--- src/rtl/usrt_pkg.sv ---
// +--------------------------------------------------------------------+
// | usrt_pkg : shared phase encodings and frame-length helper (rev 1.0) |
// +--------------------------------------------------------------------+
`default_nettype none

package usrt_pkg;

    localparam int unsigned USRT_DATA_MAX_DEF = 16;

    typedef logic [2:0] usrt_phase_t;

    localparam logic [2:0] PH_IDLE   = 3'd0;
    localparam logic [2:0] PH_START  = 3'd1;
    localparam logic [2:0] PH_DATA   = 3'd2;
    localparam logic [2:0] PH_PARITY = 3'd3;
    localparam logic [2:0] PH_STOP   = 3'd4;

    // Total bits in a frame; dl must already be clamped to 1..DATA_MAX.
    function automatic logic [7:0] usrt_frame_len(
        input logic [7:0] dl,
        input logic       par,
        input logic       two_stop
    );
        return 8'd1 + dl + {7'd0, par} + (two_stop ? 8'd2 : 8'd1);
    endfunction

endpackage

`default_nettype wire

--- src/rtl/usrt_en_edge.sv ---
// +--------------------------------------------------------------------+
// | usrt_en_edge : bit-rate enable edge/level qualifier       (rev 1.0) |
// +--------------------------------------------------------------------+
`default_nettype none

module usrt_en_edge #(
    parameter int EN_EDGE = 1
) (
    input  logic clk,
    input  logic rst,
    input  logic en_usrt_i,
    output logic en_qual_o
);

    logic en_q;

    // Tracks en_usrt unconditionally, so an edge seen while paused is consumed.
    always_ff @(posedge clk) begin
        if (!rst) begin
            en_q <= 1'b0;
        end else begin
            en_q <= en_usrt_i;
        end
    end

    assign en_qual_o = (EN_EDGE != 0) ? (en_usrt_i & ~en_q) : en_usrt_i;

endmodule

`default_nettype wire

--- src/rtl/usrt_frame_cntr.sv ---
// +--------------------------------------------------------------------+
// | usrt_frame_cntr : USRT frame bit counter with phase output (rev 1.0)|
// +--------------------------------------------------------------------+
`default_nettype none

module usrt_frame_cntr
    import usrt_pkg::*;
#(
    parameter int DATA_MAX = USRT_DATA_MAX_DEF,
    parameter int EN_EDGE  = 1,
    parameter int CW       = $clog2(DATA_MAX + 5)
) (
    input  logic                            clk,
    input  logic                            rst,
    input  logic                            START,
    input  logic                            abort,
    input  logic [$clog2(DATA_MAX+1)-1:0]   data_len,
    input  logic                            par_en,
    input  logic                            stop2,
    input  logic                            en_usrt,
    input  logic                            RTS,
    output logic [CW-1:0]                   cout,
    output logic [2:0]                      phase,
    output logic                            busy,
    output logic                            max
);

    localparam int DLW = $clog2(DATA_MAX + 1);

    usrt_phase_t   state_q, state_d;
    logic [CW-1:0] cout_q,  cout_d;
    logic [CW-1:0] dl_q,    dl_d;
    logic [CW-1:0] last_q,  last_d;
    logic          par_q,   par_d;
    logic          busy_q,  busy_d;
    logic          max_q,   max_d;

    logic          en_qual;
    logic          adv;
    logic          load;
    logic [DLW-1:0] dl_clamped;

    usrt_en_edge #(
        .EN_EDGE (EN_EDGE)
    ) u_en_edge (
        .clk       (clk),
        .rst       (rst),
        .en_usrt_i (en_usrt),
        .en_qual_o (en_qual)
    );

    assign adv = en_qual & RTS & busy_q;

    always_comb begin
        dl_clamped = data_len;
        if (data_len == '0) begin
            dl_clamped = DLW'(1);
        end else if (int'(data_len) > DATA_MAX) begin
            dl_clamped = DLW'(DATA_MAX);
        end
    end

    always_comb begin
        state_d = state_q;
        cout_d  = cout_q;
        dl_d    = dl_q;
        last_d  = last_q;
        par_d   = par_q;
        busy_d  = busy_q;
        max_d   = 1'b0;
        load    = 1'b0;

        if (abort) begin
            state_d = PH_IDLE;
            cout_d  = '0;
            busy_d  = 1'b0;
        end else begin
            case (state_q)
                PH_IDLE: begin
                    load = START;
                end
                PH_START: begin
                    if (adv) begin
                        state_d = PH_DATA;
                        cout_d  = CW'(1);
                    end
                end
                PH_DATA: begin
                    if (adv) begin
                        cout_d = cout_q + CW'(1);
                        // Data bits occupy indices 1..dl.
                        if (cout_q == dl_q) begin
                            state_d = par_q ? PH_PARITY : PH_STOP;
                        end
                    end
                end
                PH_PARITY: begin
                    if (adv) begin
                        state_d = PH_STOP;
                        cout_d  = cout_q + CW'(1);
                    end
                end
                PH_STOP: begin
                    if (adv) begin
                        if (cout_q < last_q) begin
                            cout_d = cout_q + CW'(1);
                        end else begin
                            max_d = 1'b1;
                            if (START) begin
                                load = 1'b1;
                            end else begin
                                state_d = PH_IDLE;
                                cout_d  = '0;
                                busy_d  = 1'b0;
                            end
                        end
                    end
                end
                default: begin
                    state_d = PH_IDLE;
                    cout_d  = '0;
                    busy_d  = 1'b0;
                end
            endcase
        end

        if (load) begin
            state_d = PH_START;
            cout_d  = '0;
            busy_d  = 1'b1;
            dl_d    = CW'(dl_clamped);
            par_d   = par_en;
            last_d  = CW'(usrt_frame_len(8'(dl_clamped), par_en, stop2) - 8'd1);
        end
    end

    always_ff @(posedge clk) begin
        if (!rst) begin
            state_q <= PH_IDLE;
            cout_q  <= '0;
            dl_q    <= '0;
            last_q  <= '0;
            par_q   <= 1'b0;
            busy_q  <= 1'b0;
            max_q   <= 1'b0;
        end else begin
            state_q <= state_d;
            cout_q  <= cout_d;
            dl_q    <= dl_d;
            last_q  <= last_d;
            par_q   <= par_d;
            busy_q  <= busy_d;
            max_q   <= max_d;
        end
    end

    assign cout  = cout_q;
    assign phase = state_q;
    assign busy  = busy_q;
    assign max   = max_q;

endmodule

`default_nettype wire

--- config.mk ---
export PLATFORM = sky130hd
export DESIGN_NAME = usrt_frame_cntr
export DESIGN_NICKNAME = d
export VERILOG_FILES = /design/src/rtl/usrt_pkg.sv /design/src/rtl/usrt_en_edge.sv /design/src/rtl/usrt_frame_cntr.sv
export SDC_FILE = /design/constraint.sdc
export NUM_CORES = 1
export LEC_CHECK = 0
export CORE_MARGIN = 2
export CORE_UTILIZATION = 62
export DETAILED_ROUTE_END_ITERATION = 8
export DONT_BUFFER_PORTS = 1
export GPL_ROUTABILITY_DRIVEN = 1
export HOLD_SLACK_MARGIN = 0.1
export PLACE_DENSITY_LB_ADDON = 0.12
export SLEW_MARGIN = 20
export SYNTH_ARGS = -nofsm -noshare
export SYNTH_HDL_FRONTEND = slang
export SYNTH_HIERARCHICAL = 1
export SYNTH_SLANG_ARGS = --single-unit
--- constraint.sdc ---
create_clock -name clk -period 2.6 [get_ports clk]
set_input_delay 0.65 -clock clk [delete_from_list [all_inputs] [get_ports clk]]
set_output_delay 0.65 -clock clk [all_outputs]
set_load 0.05 [all_outputs]
[Word level (Yosys, flattened, before mapping)]
Index checks and enable logic that the tools add are counted.
Storage, ports and cells
  RAM bits: 0
  memories: 0
  bits in latches: 0
  output and inout bits: 10
  register bits after elaboration: 22
  input port bits: 13
  bits in read-only memories: 0
  word-level logic and storage cells: 89
Operators by class
  multiplexer cells: 32
  equality and inequality tests: 23
  reduce and logical (&&, ||, !) cells: 10
  order comparisons: 2
  shifts and indexed selects: 0
  bitwise operators: 8
  $add $sub $neg: 5
  div/mod/pow operators: 0
  multipliers: 0
Operators by type and width (count)
  $mux W5: 7
  $ne A4 B4 Y1 const B: 7
  $mux W3: 8
  $pmux W5 S4: 1
  $reduce_and A8 Y1: 2
  $pmux W3 S5: 1
  $ne A2 B2 Y1 const B: 7
  $mux W1: 12
  $reduce_or A4 Y1: 2
  $eq A3 B2 Y1 const B: 2
  $ne A3 B3 Y1 const B: 2
  $add A1 B5 Y5 const A: 1
  $add A5 B1 Y5: 1
  $add A5 B1 Y5 const B: 1
  $add A5 B2 Y5: 1
  $eq A5 B5 Y1: 1
  $gt A5 B5 Y1 const B: 1
  $logic_not A5 Y1: 1
  $lt A5 B5 Y1: 1
  $not A1 Y1: 5
  $reduce_and A5 Y1: 1
  $sub A5 B1 Y5 const B: 1
  $pmux W1 S2: 2
  $reduce_and A4 Y1: 1
  9 further kinds: 11

[Depth between registers and ports, before layout]
Gate-level depths: netlist (run 1).
  depth in word-level cells: 9
  gate-level depth with buffers: 9

[By module]
The synthesis (run 1) kept the hierarchy.
By module, submodules not included
  usrt_frame_cntr: cells each 160, area each 1375.1 um2, instances 1, seq. area each 420.4 um2
  usrt_en_edge: cells each 3, area each 40.0 um2, instances 1, seq. area each 20.0 um2

[Worst setup path before layout (run 1)]
Ideal clock, no wire load.
  path type: reg2reg
  start point: register cout_q[2], in the netlist cout[2]
  end point: register last_q[2]
  path slack: 0.322 ns
  path buffers: 1
  cell stages (with the launch flop): 9
  arrival time: 2.130 ns
  setup time: 0.147 ns
  period minus slack after synthesis: 2.278 ns
  path through: dfxtp_1 > ha_1 > o21a_1 > o21ai_0 > o21bai_2 > a21o_1 > buf_6 > a21oi_1 > a311oi_2
Between the ends
  longest elaborated chain between the ends: 5
Ends and longest elaborated chain
  start: declaration: line usrt_frame_cntr.sv:31  | logic [CW-1:0] cout_q, cout_d;
  start signal: assignment: line usrt_frame_cntr.sv:148  | cout_q <= cout_d;
  $lt A5 B5 Y1: line usrt_frame_cntr.sv:105  | if (cout_q < last_q) begin
  $mux W1: line usrt_frame_cntr.sv:105
  $mux W1: line usrt_frame_cntr.sv:104  | if (adv) begin
  $pmux W1 S2: line usrt_frame_cntr.sv:78  | case (state_q)
  $mux W1: line usrt_frame_cntr.sv:73  | if (abort) begin
  end signal: assignment: line usrt_frame_cntr.sv:150  | last_q <= last_d;
  end: declaration: line usrt_frame_cntr.sv:33  | logic [CW-1:0] last_q, last_d;
Every way passes these cells.
A chain may end at the register's enable or synchronous reset.

[Worst setup path after layout (run 1)]
  start point: register last_q[3]
  end point: register last_q[3]
Between the ends
  longest elaborated chain between the ends: 5
Ends and longest elaborated chain (line)
  $lt A5 B5 Y1: usrt_frame_cntr.sv:105
  $mux W1: usrt_frame_cntr.sv:105
  $mux W1: usrt_frame_cntr.sv:104
  $pmux W1 S2: usrt_frame_cntr.sv:78
  $mux W1: usrt_frame_cntr.sv:73
Every way passes these cells.

==> results of run 1 <==
cell families after synthesis:
kind of cell    after synthesis  share of synthesized area [%]
compound gates               54                          28.12
fa+ha+maj                     8                          8.134
simple gates                 52                          21.49
xor+xnor                      8                          4.952
flops                        22                          31.12
buf+inv                      19                          6.188
worst register-to-register path, delay by kind of cell (launching register included):
kind            cells  cell delay, ps
compound gates      5             890
fa+ha+maj           1             260
buf+inv             2             240
flops               1             350
simple gates        1             460
flip-flops by register name (all words and copies together) (netlist names):
signal	cells
dl_q	5
busy	1
u_en_edge/en_q	1
phase	3
par_q	1
cout	5
last_q	5
max	1
through the flow:
stage	utilization, %	hold WS [ps]	instance area, µm²	cells	power [W]
2_1_floorplan	-	449.6	1415	163	0.0004600
3_3_place_gp	67.68	467.5	1483	194	0.0004725
3_5_place_dp	67.68	467.5	1483	194	0.0004760
4_1_cts	70.07	452.8	1535	198	0.0007390
5_1_grt	70.07	445.3	1535	198	0.0007680
6_report	70.07	465.8	1535	198	0.0007326
routing by layer:
metal / global-route usage [%] / routed length (µm)
met3: 4.598 / 122
met1: 30.25 / 1291
met4: 10.09 / 33
met2: 49.15 / 1594
met5: 0 / 0
power by group:
group | switching (W) | internal (W)
clock | 0.000108 | 0.000156
combinational | 0.0000690 | 0.0000446
sequential | 0.00000755 | 0.000348
total | 0.000184 | 0.000549
cell type report:
type / count / area [µm²] / area share (%)
Inverter: 12 / 45.04 / 2.934
Sequential cell: 22 / 440.4 / 28.69
Timing Repair Buffer: 10 / 75.07 / 4.890
Tap cell: 28 / 35.03 / 2.282
Clock buffer: 3 / 22.52 / 1.467
Multi-Input combinational cell: 122 / 887.1 / 57.78
Clock inverter: 1 / 30.03 / 1.956
placed cells by master (no fill, tap or decap), types with 2 or more instances in the layout:
cell,count
a311oi_2,3
o21ai_1,3
o21ai_0,9
a31oi_1,2
buf_4,10
a21o_1,2
fa_1,2
nand2_1,7
xor2_1,2
ha_1,6
nor2_1,8
nor3_1,4
inv_1,12
nor3_2,2
nor2b_1,3
o22ai_1,2
clkbuf_4,3
nand2b_1,2
nand3_1,13
dfxtp_1,22
xnor2_1,6
a21oi_1,20
final timing paths:
path         startpoint  slack (ps)              to  cells past startpoint
max           last_q[3]         330       last_q[3]                      9
min             en_usrt         470  u_en_edge/en_q                      1
max reg2reg   last_q[3]         330       last_q[3]                      9
min reg2reg   last_q[3]         490       last_q[3]                      2
==> flow_summary.yaml, run 1 <==
sta:
  post-route-period-util_pct: 87.42
  tightest_slew_ps: 510.9
  max_freq_mhz: 440.0
  slew_headroom_pct: 65.82
  tns_ps: 0
  hold_violations: 0
  fin_crit_ps: 2273
  fin_ws_ps: 327.0
  finalSetupViolCount: 0
  clock_skew_ps: 9.340
  rsz0062_at_grt: "false"
  drv_slew: 0
cts:
  cts_buffers: 3
  clockBufferDepth: 2
  clk_pin_slew_ps: 130
  cts_tree: "done"
  clk-insertion-delay-late_ps: 310
  cts_resized: 0
  cts_hold_buf: 0
  cts.sinks: 22
  h-tree-depth: 1
  post-cts-setup-buffers: 0
  clockRootBuffer: "clkbuf_4"
floorplanning:
  ios: 23
  die-area_um2: 2681
  num_rows: 17
  die_x_um: 51.78
  start_util_pct: 64.59
  core_region_area_um2: 2191
  die_h_um: 51.78
synthesis:
  yosysTopAreaCell: "dfxtp_1"
  ys_types: 49
  synthTopCellsByArea: "dfxtp_1 (31%), a21oi_1 (7.1%), ha_1 (5.3%)"
  ys_seq_area_share_pct: 31.12
  synth-edff-count: 0
  ys_warn_count: 6
  ys_ff_latch: 22
  synthTopCellsByCount: "dfxtp_1 (22), a21oi_1 (20), nand3_1 (13)"
  syn_avg_cell_area_um2: 8.682
  synth_nets: 184
  synth_ff_type: "dfxtp_1"
  synth_cells: 163
  netlist_area_um2: 1415
  synth.top_cell.area_share_pct: 31.12
  synthArstFlopShare_pct: 0
  synth_most_common_cell: "dfxtp_1"
place:
  numPortBuffers: 0
  gp_congestion: 0.8010
  post-place-ws_ps: 250.0
  detailed_place_hpwl_um: 2403
run_status:
  status: "complete, no violations"
run:
  drv_cap: 0
setup_path:
  cp_max_fo: 10
  cp_cell_sequence: "inv_1 > ha_1 > o21a_1 > o21ai_0 > o21bai_2 > a21oi_2 > buf_4 > or4_1 > a21oi_1"
  critical_path_class: "reg -> reg"
  critPathSlowestCell: "or4_1"
  cpPeakStageDelay_ps: 460
  arrival_ps: 2530
  crit_path_end_kind: "flip-flop"
  cp.required_ps: 2860
  cp_top_family: "compound AO/OA/AOI/OAI gates"
  start_kind: "flip-flop"
  path_buf_inv: 2
final_layout:
  areaGrowthSynthToFinish_pct: 8.488
  finalNetCount: 192
  fill_cells: 181
  diodes: 0
  drive_gt1_share_pct: 17.65
power_and_ir_drop:
  ir_drop_mv: 0.3490
  power.density_nw_per_um2: 477.2
  p_leak_nw: 0.5510
routing:
  vias_per_cell: 6.212
  totalWireLength_um: 3041
  drtIter0Drc: 28
  drc: 0
  vias: 1230
  wl_per_cell_um: 15.36
  antenna_left: 0
  dr.pass1.iters: 4
grt:
  first_global_vias: 1193
  grt_overflow: 0
  grt_use_total_pct: 26.62
  grt_pass1_wl_um: 5333
  antenna_found_initial: 0
  grt_max_degree: 14
worst_hold_path:
  hp-class: "in -> reg"
No activity file was read; power rests on OpenSTA's default activity.
==> inputs of run 2 (changes only) <==
--- a/config.mk
+++ b/config.mk
@@ -9,10 +9,9 @@
 export CORE_UTILIZATION = 62
 export DETAILED_ROUTE_END_ITERATION = 8
 export DONT_BUFFER_PORTS = 1
-export GPL_ROUTABILITY_DRIVEN = 1
+export GPL_ROUTABILITY_DRIVEN = 0
 export HOLD_SLACK_MARGIN = 0.1
 export PLACE_DENSITY_LB_ADDON = 0.12
-export SLEW_MARGIN = 20
 export SYNTH_ARGS = -nofsm -noshare
 export SYNTH_HDL_FRONTEND = slang
 export SYNTH_HIERARCHICAL = 1
==> results of run 2 <==
Final layout, timing and power as in run 1 (identical DEF).
==> inputs of run 3 (changes only) <==
--- a/config.mk
+++ b/config.mk
@@ -5,7 +5,6 @@
 export SDC_FILE = /design/constraint.sdc
 export NUM_CORES = 1
 export LEC_CHECK = 0
-export CORE_MARGIN = 2
 export CORE_UTILIZATION = 62
 export DETAILED_ROUTE_END_ITERATION = 8
 export DONT_BUFFER_PORTS = 1
==> run 3 against run 2 <==
Against the previous run: sequential share of layout area rose by 0.33 points; via count rose by 0.16%; clock power fell by 26%; maximum frequency fell by 0.19%; register-to-register slack barely moved; largest cell class unchanged; largest power group unchanged; highest routed layer unchanged.
==> flow_summary.yaml, run 3 (synthesized netlist as in run 1, its figures left out) <==
run_status:
  status: "complete, no violations"
power_and_ir_drop:
  p_leak_nw: 0.5441
  ir_drop_mv: 0.3153
  power_w: 0.0006660
  power.density_nw_per_um2: 438.8
grt:
  grt_use_total_pct: 26.87
  grt_overflow: 0
  antenna_found_initial: 0
  grt_pass1_wl_um: 5037
  grt_max_degree: 14
  first_global_vias: 1145
sta:
  rsz0062_at_grt: "false"
  hold_ws_ps: 455.0
  max_freq_mhz: 439.1
  post-route-period-util_pct: 87.58
  hold_violations: 0
  tightest_slew_ps: 466.6
  drv_slew: 0
  clock_skew_ps: 7.033
  fin_crit_ps: 2277
  tns_ps: 0
  slew_headroom_pct: 68.85
  finalSetupViolCount: 0
setup_path:
  cp_max_fo: 11
  cpPeakStageDelay_ps: 470
  critical_path_class: "reg -> reg"
  cp_cell_sequence: "inv_1 > ha_1 > o21a_1 > o21ai_0 > o21bai_2 > a21oi_2 > buf_4 > or4_1 > a21oi_1"
  reg2reg_from: "last_q[3]"
  worstReg2RegEnd: "last_q[3]"
  r2r_slack_ps: 320
  crit_path_end_kind: "flip-flop"
  start_kind: "flip-flop"
  path_buf_inv: 2
  cp_num_cells: 9
  critPathSlowestCell: "or4_1"
  reg2regPathDepth: 9
  cp_top_family: "compound AO/OA/AOI/OAI gates"
  arrival_ps: 2530
  cp.required_ps: 2860
floorplanning:
  die_h_um: 49.78
  start_util_pct: 68.63
  die-area_um2: 2478
  ios: 23
  core_region_area_um2: 2062
  die_x_um: 49.78
  num_rows: 16
cts:
  post-cts-setup-buffers: 0
  clockRootBuffer: "clkbuf_4"
  clockBufferDepth: 2
  clk-insertion-delay-late_ps: 320
  cts_tree: "done"
  clk_pin_slew_ps: 130
  cts.sinks: 22
  h-tree-depth: 1
  cts_hold_buf: 0
  cts_buffers: 3
  cts_resized: 0
final_layout:
  fin_cells: 197
  diodes: 0
  areaGrowthSynthToFinish_pct: 7.251
  layout_commonest_cell: "dfxtp_1"
  layout_common_cells: "dfxtp_1 (22), a21oi_1 (20), nand3_1 (13), inv_1 (12), buf_4 (10)"
  finalNetCount: 192
  seqCellArea_um2: 440.4
  multi_input_area_um2: 887.1
  fill_cells: 178
  drive_gt1_share_pct: 17.65
routing:
  dr.pass1.iters: 4
  totalWireLength_um: 3115
  drc: 0
  antenna_left: 0
  wl_per_cell_um: 15.81
  vias: 1232
  drtIter0Drc: 36
  vias_per_cell: 6.254
worst_hold_path:
  worstHoldPathCells: 1
  hold_start: "en_usrt"
  hp-class: "in -> reg"
  hold_path_end: "u_en_edge/en_q"
place:
  place_inst: 193
  detailed_place_hpwl_um: 2463
  numPortBuffers: 0
run:
  drv_cap: 0
==> run 3: cell types whose count changed in the layout (fill, tap and decap cells not counted) <==
cell,previous run,this run
clkbuf_8,0,1
bufinv_16,1,0
==> run 3: through the flow <==
step,utilization (%),instance area (µm²),setup slack [ps]
after global placement,71.84,1481,350.8
after floorplan,-,1415,322.3
after global routing,73.60,1518,226.3
after CTS,73.60,1518,351.1
after detailed placement,71.84,1481,258.0
final,73.60,1518,322.8
==> run 3: where the power goes <==
group | internal [W] | total, W | switching [W]
logic | 0.0000451 | 0.000115 | 0.0000701
registers | 0.000348 | 0.000356 | 0.00000820
clock network | 0.0000857 | 0.000194 | 0.000109
==> run 3: area by class of cell <==
cell class / instances / share of cell area (%)
multi-input cells: 122 / 58.45
flip-flops and latches: 22 / 29.02
clock buffers: 4 / 2.391
repair buffers: 10 / 4.946
well taps: 27 / 2.226
inverters: 12 / 2.968
==> run 3: how the worst max path moves through the flow <==
| stage | start | endpoint | slack [ps] |
|---|---|---|---|
| after global routing | last_q[3] | last_q[3] | 230 |
| after floorplan | cout[2] | last_q[2] | 320 |
| after global placement | data_len[1] | last_q[3] | 350 |
| after detailed placement | data_len[1] | last_q[3] | 260 |
| final | last_q[3] | last_q[3] | 320 |
| after CTS | last_q[3] | last_q[3] | 350 |
==> run 3: layer usage <==
layer | vias to the layer above | wire [µm] | global-route usage (%)
met2 | 45 | 1598 | 48.42
met5 | - | 0 | 0
li1 | 606 | - | -
met4 | 0 | 25 | 7.619
met1 | 579 | 1320 | 32.44
met3 | 2 | 172 | 4.321
==> edit: new RTL, config.mk and constraints of run 2 <==
The package constant `USRT_DATA_MAX_DEF` goes from 16 to 8.
--- a/src/rtl/usrt_pkg.sv
+++ b/src/rtl/usrt_pkg.sv
@@ -6,5 +6,5 @@
 package usrt_pkg;
 
-    localparam int unsigned USRT_DATA_MAX_DEF = 16;
+    localparam int unsigned USRT_DATA_MAX_DEF = 8;
 
     typedef logic [2:0] usrt_phase_t;
Ports: changed (resized cout and data_len); port bits go from 23 to 21. No check against the original RTL was run, so the function may have changed too.
==> edit against run 2 <==
Combinational power down 31%. Critical path type unchanged. Clock skew decreased by 6.2 ps. Count of clock-buffer cells in the layout grew 1. Sequential cell count decreased by 3. Worst setup slack improved by 190 ps. Critical endpoint unchanged. Wire length fell by 25%. Cell area shrank 19%. Area after synthesis fell by 18%. Power fell by 26%.
==> edit: results (changes against run 2) <==
* Worst R2R Path Depth at 7 (-2)
* ClkCell Share at 0.02104 (-0.01319)
* Area growth syn-to-layout at 7.197%
* Crit-path max cell delay at 440 ps (-20 ps)
* Status: finished clean
* Rel. slew slack at 0.5047 (-0.1535)
* Met3 wire length at 109 µm (-11%)
* Leak Pwr at 0.5289 nW (-4.0%)
* Clock buffer count at 4 (+1)
* Fraction of area in multi-input gates at 0.5862 (+0.008338)
* Iter 0 DRT Violations at 14 (-50%)
* Sequential fraction of the synthesis area at 0.3265 (+0.01530)
* Worst vdd ir at 0.3092 mV (-11%)
* Via count at 973 (-21%)
* Crit path DAT at 2300 ps (-230 ps)
* Synth Area in Adders at 0.09667 (+0.01533)
* Clock Latency Late Sink at 290 ps (-20 ps)
* GRT Total Usage at 0.2352 (-0.03102)
* Synth Net Count at 156 (-15%)
* Worst hold path type: flop to flop
* Synth area leaders: dfxtp_1 (33%), mux2i_1 (7.7%), nand2_1 (6.8%)
* Post-synthesis xor/xnor area fraction at 0.03759 (-0.01192)
* Commonest cells in the netlist: nand2_1 (21), dfxtp_1 (19), a21oi_1 (9), inv_1 (9), mux2i_1 (9)
* Detail Route met2 WL at 1.135 mm (-29%)
* Crit-path max FO at 9 (-1)
* Pin count of the biggest net entering global routing at 21 (+7)
* Vias in the first global route at 914 (-23%)
* Fill count at 152 (-16%)
* Clk pin slew, worst setup/hold paths at 110 ps (-20 ps)
* Seq Cell Count at 19 (-14%)
* Post-synthesis compound-gate area fraction at 0.1676 (-0.1136)
* Layout cells sized above 1 at 0.1111 (-0.06536)
* Avg Inst Size Synth at 8.503 µm² (-2.1%)
* Met2 Usage GRT at 0.4027 (-0.08875)
* Drt total wl at 2.288 mm (-25%)
* CP max stage cell: or3_1
* Synth unique cells at 42 (-14%)
* Non-clock buffer share at 0.03607 (-0.01283)
* Grt met1 use at 0.3047 (+0.002115)
* Setup Skew at 3.145 ps (-6.195 ps)
* Wl on met1 at 1.044 mm (-19%)
* GRT met3 Usage at 0.05000 (+0.004023)
==> edit: cells by family after synthesis <==
family / Yosys count
mux: 9
xor+xnor: 5
simple gates: 56
fa+ha+maj: 8
buf+inv: 12
flops: 19
compound gates: 28
==> edit: power by group <==
| part | internal [W] | switching [W] | total, W |
|---|---|---|---|
| clock | 0.0000595 | 0.0000905 | 0.000150 |
| combinational | 0.0000342 | 0.0000443 | 0.0000785 |
| sequential | 0.000301 | 0.00000953 | 0.000310 |
| total | 0.000395 | 0.000144 | 0.000539 |
==> edit: stage by stage <==
step	cells	setup slack, ps
floorplan	137	480.2
global placement	165	629.7
detailed placement	165	559.9
CTS	169	524.5
global route	169	401.0
finish	169	521.3
==> edit: worst paths after layout <==
path	slack (ps)	from	end
setup / recovery	520	last_q[3]	last_q[3]
hold / removal	470	par_q	par_q
setup reg to reg	520	last_q[3]	last_q[3]
hold reg to reg	470	par_q	par_q
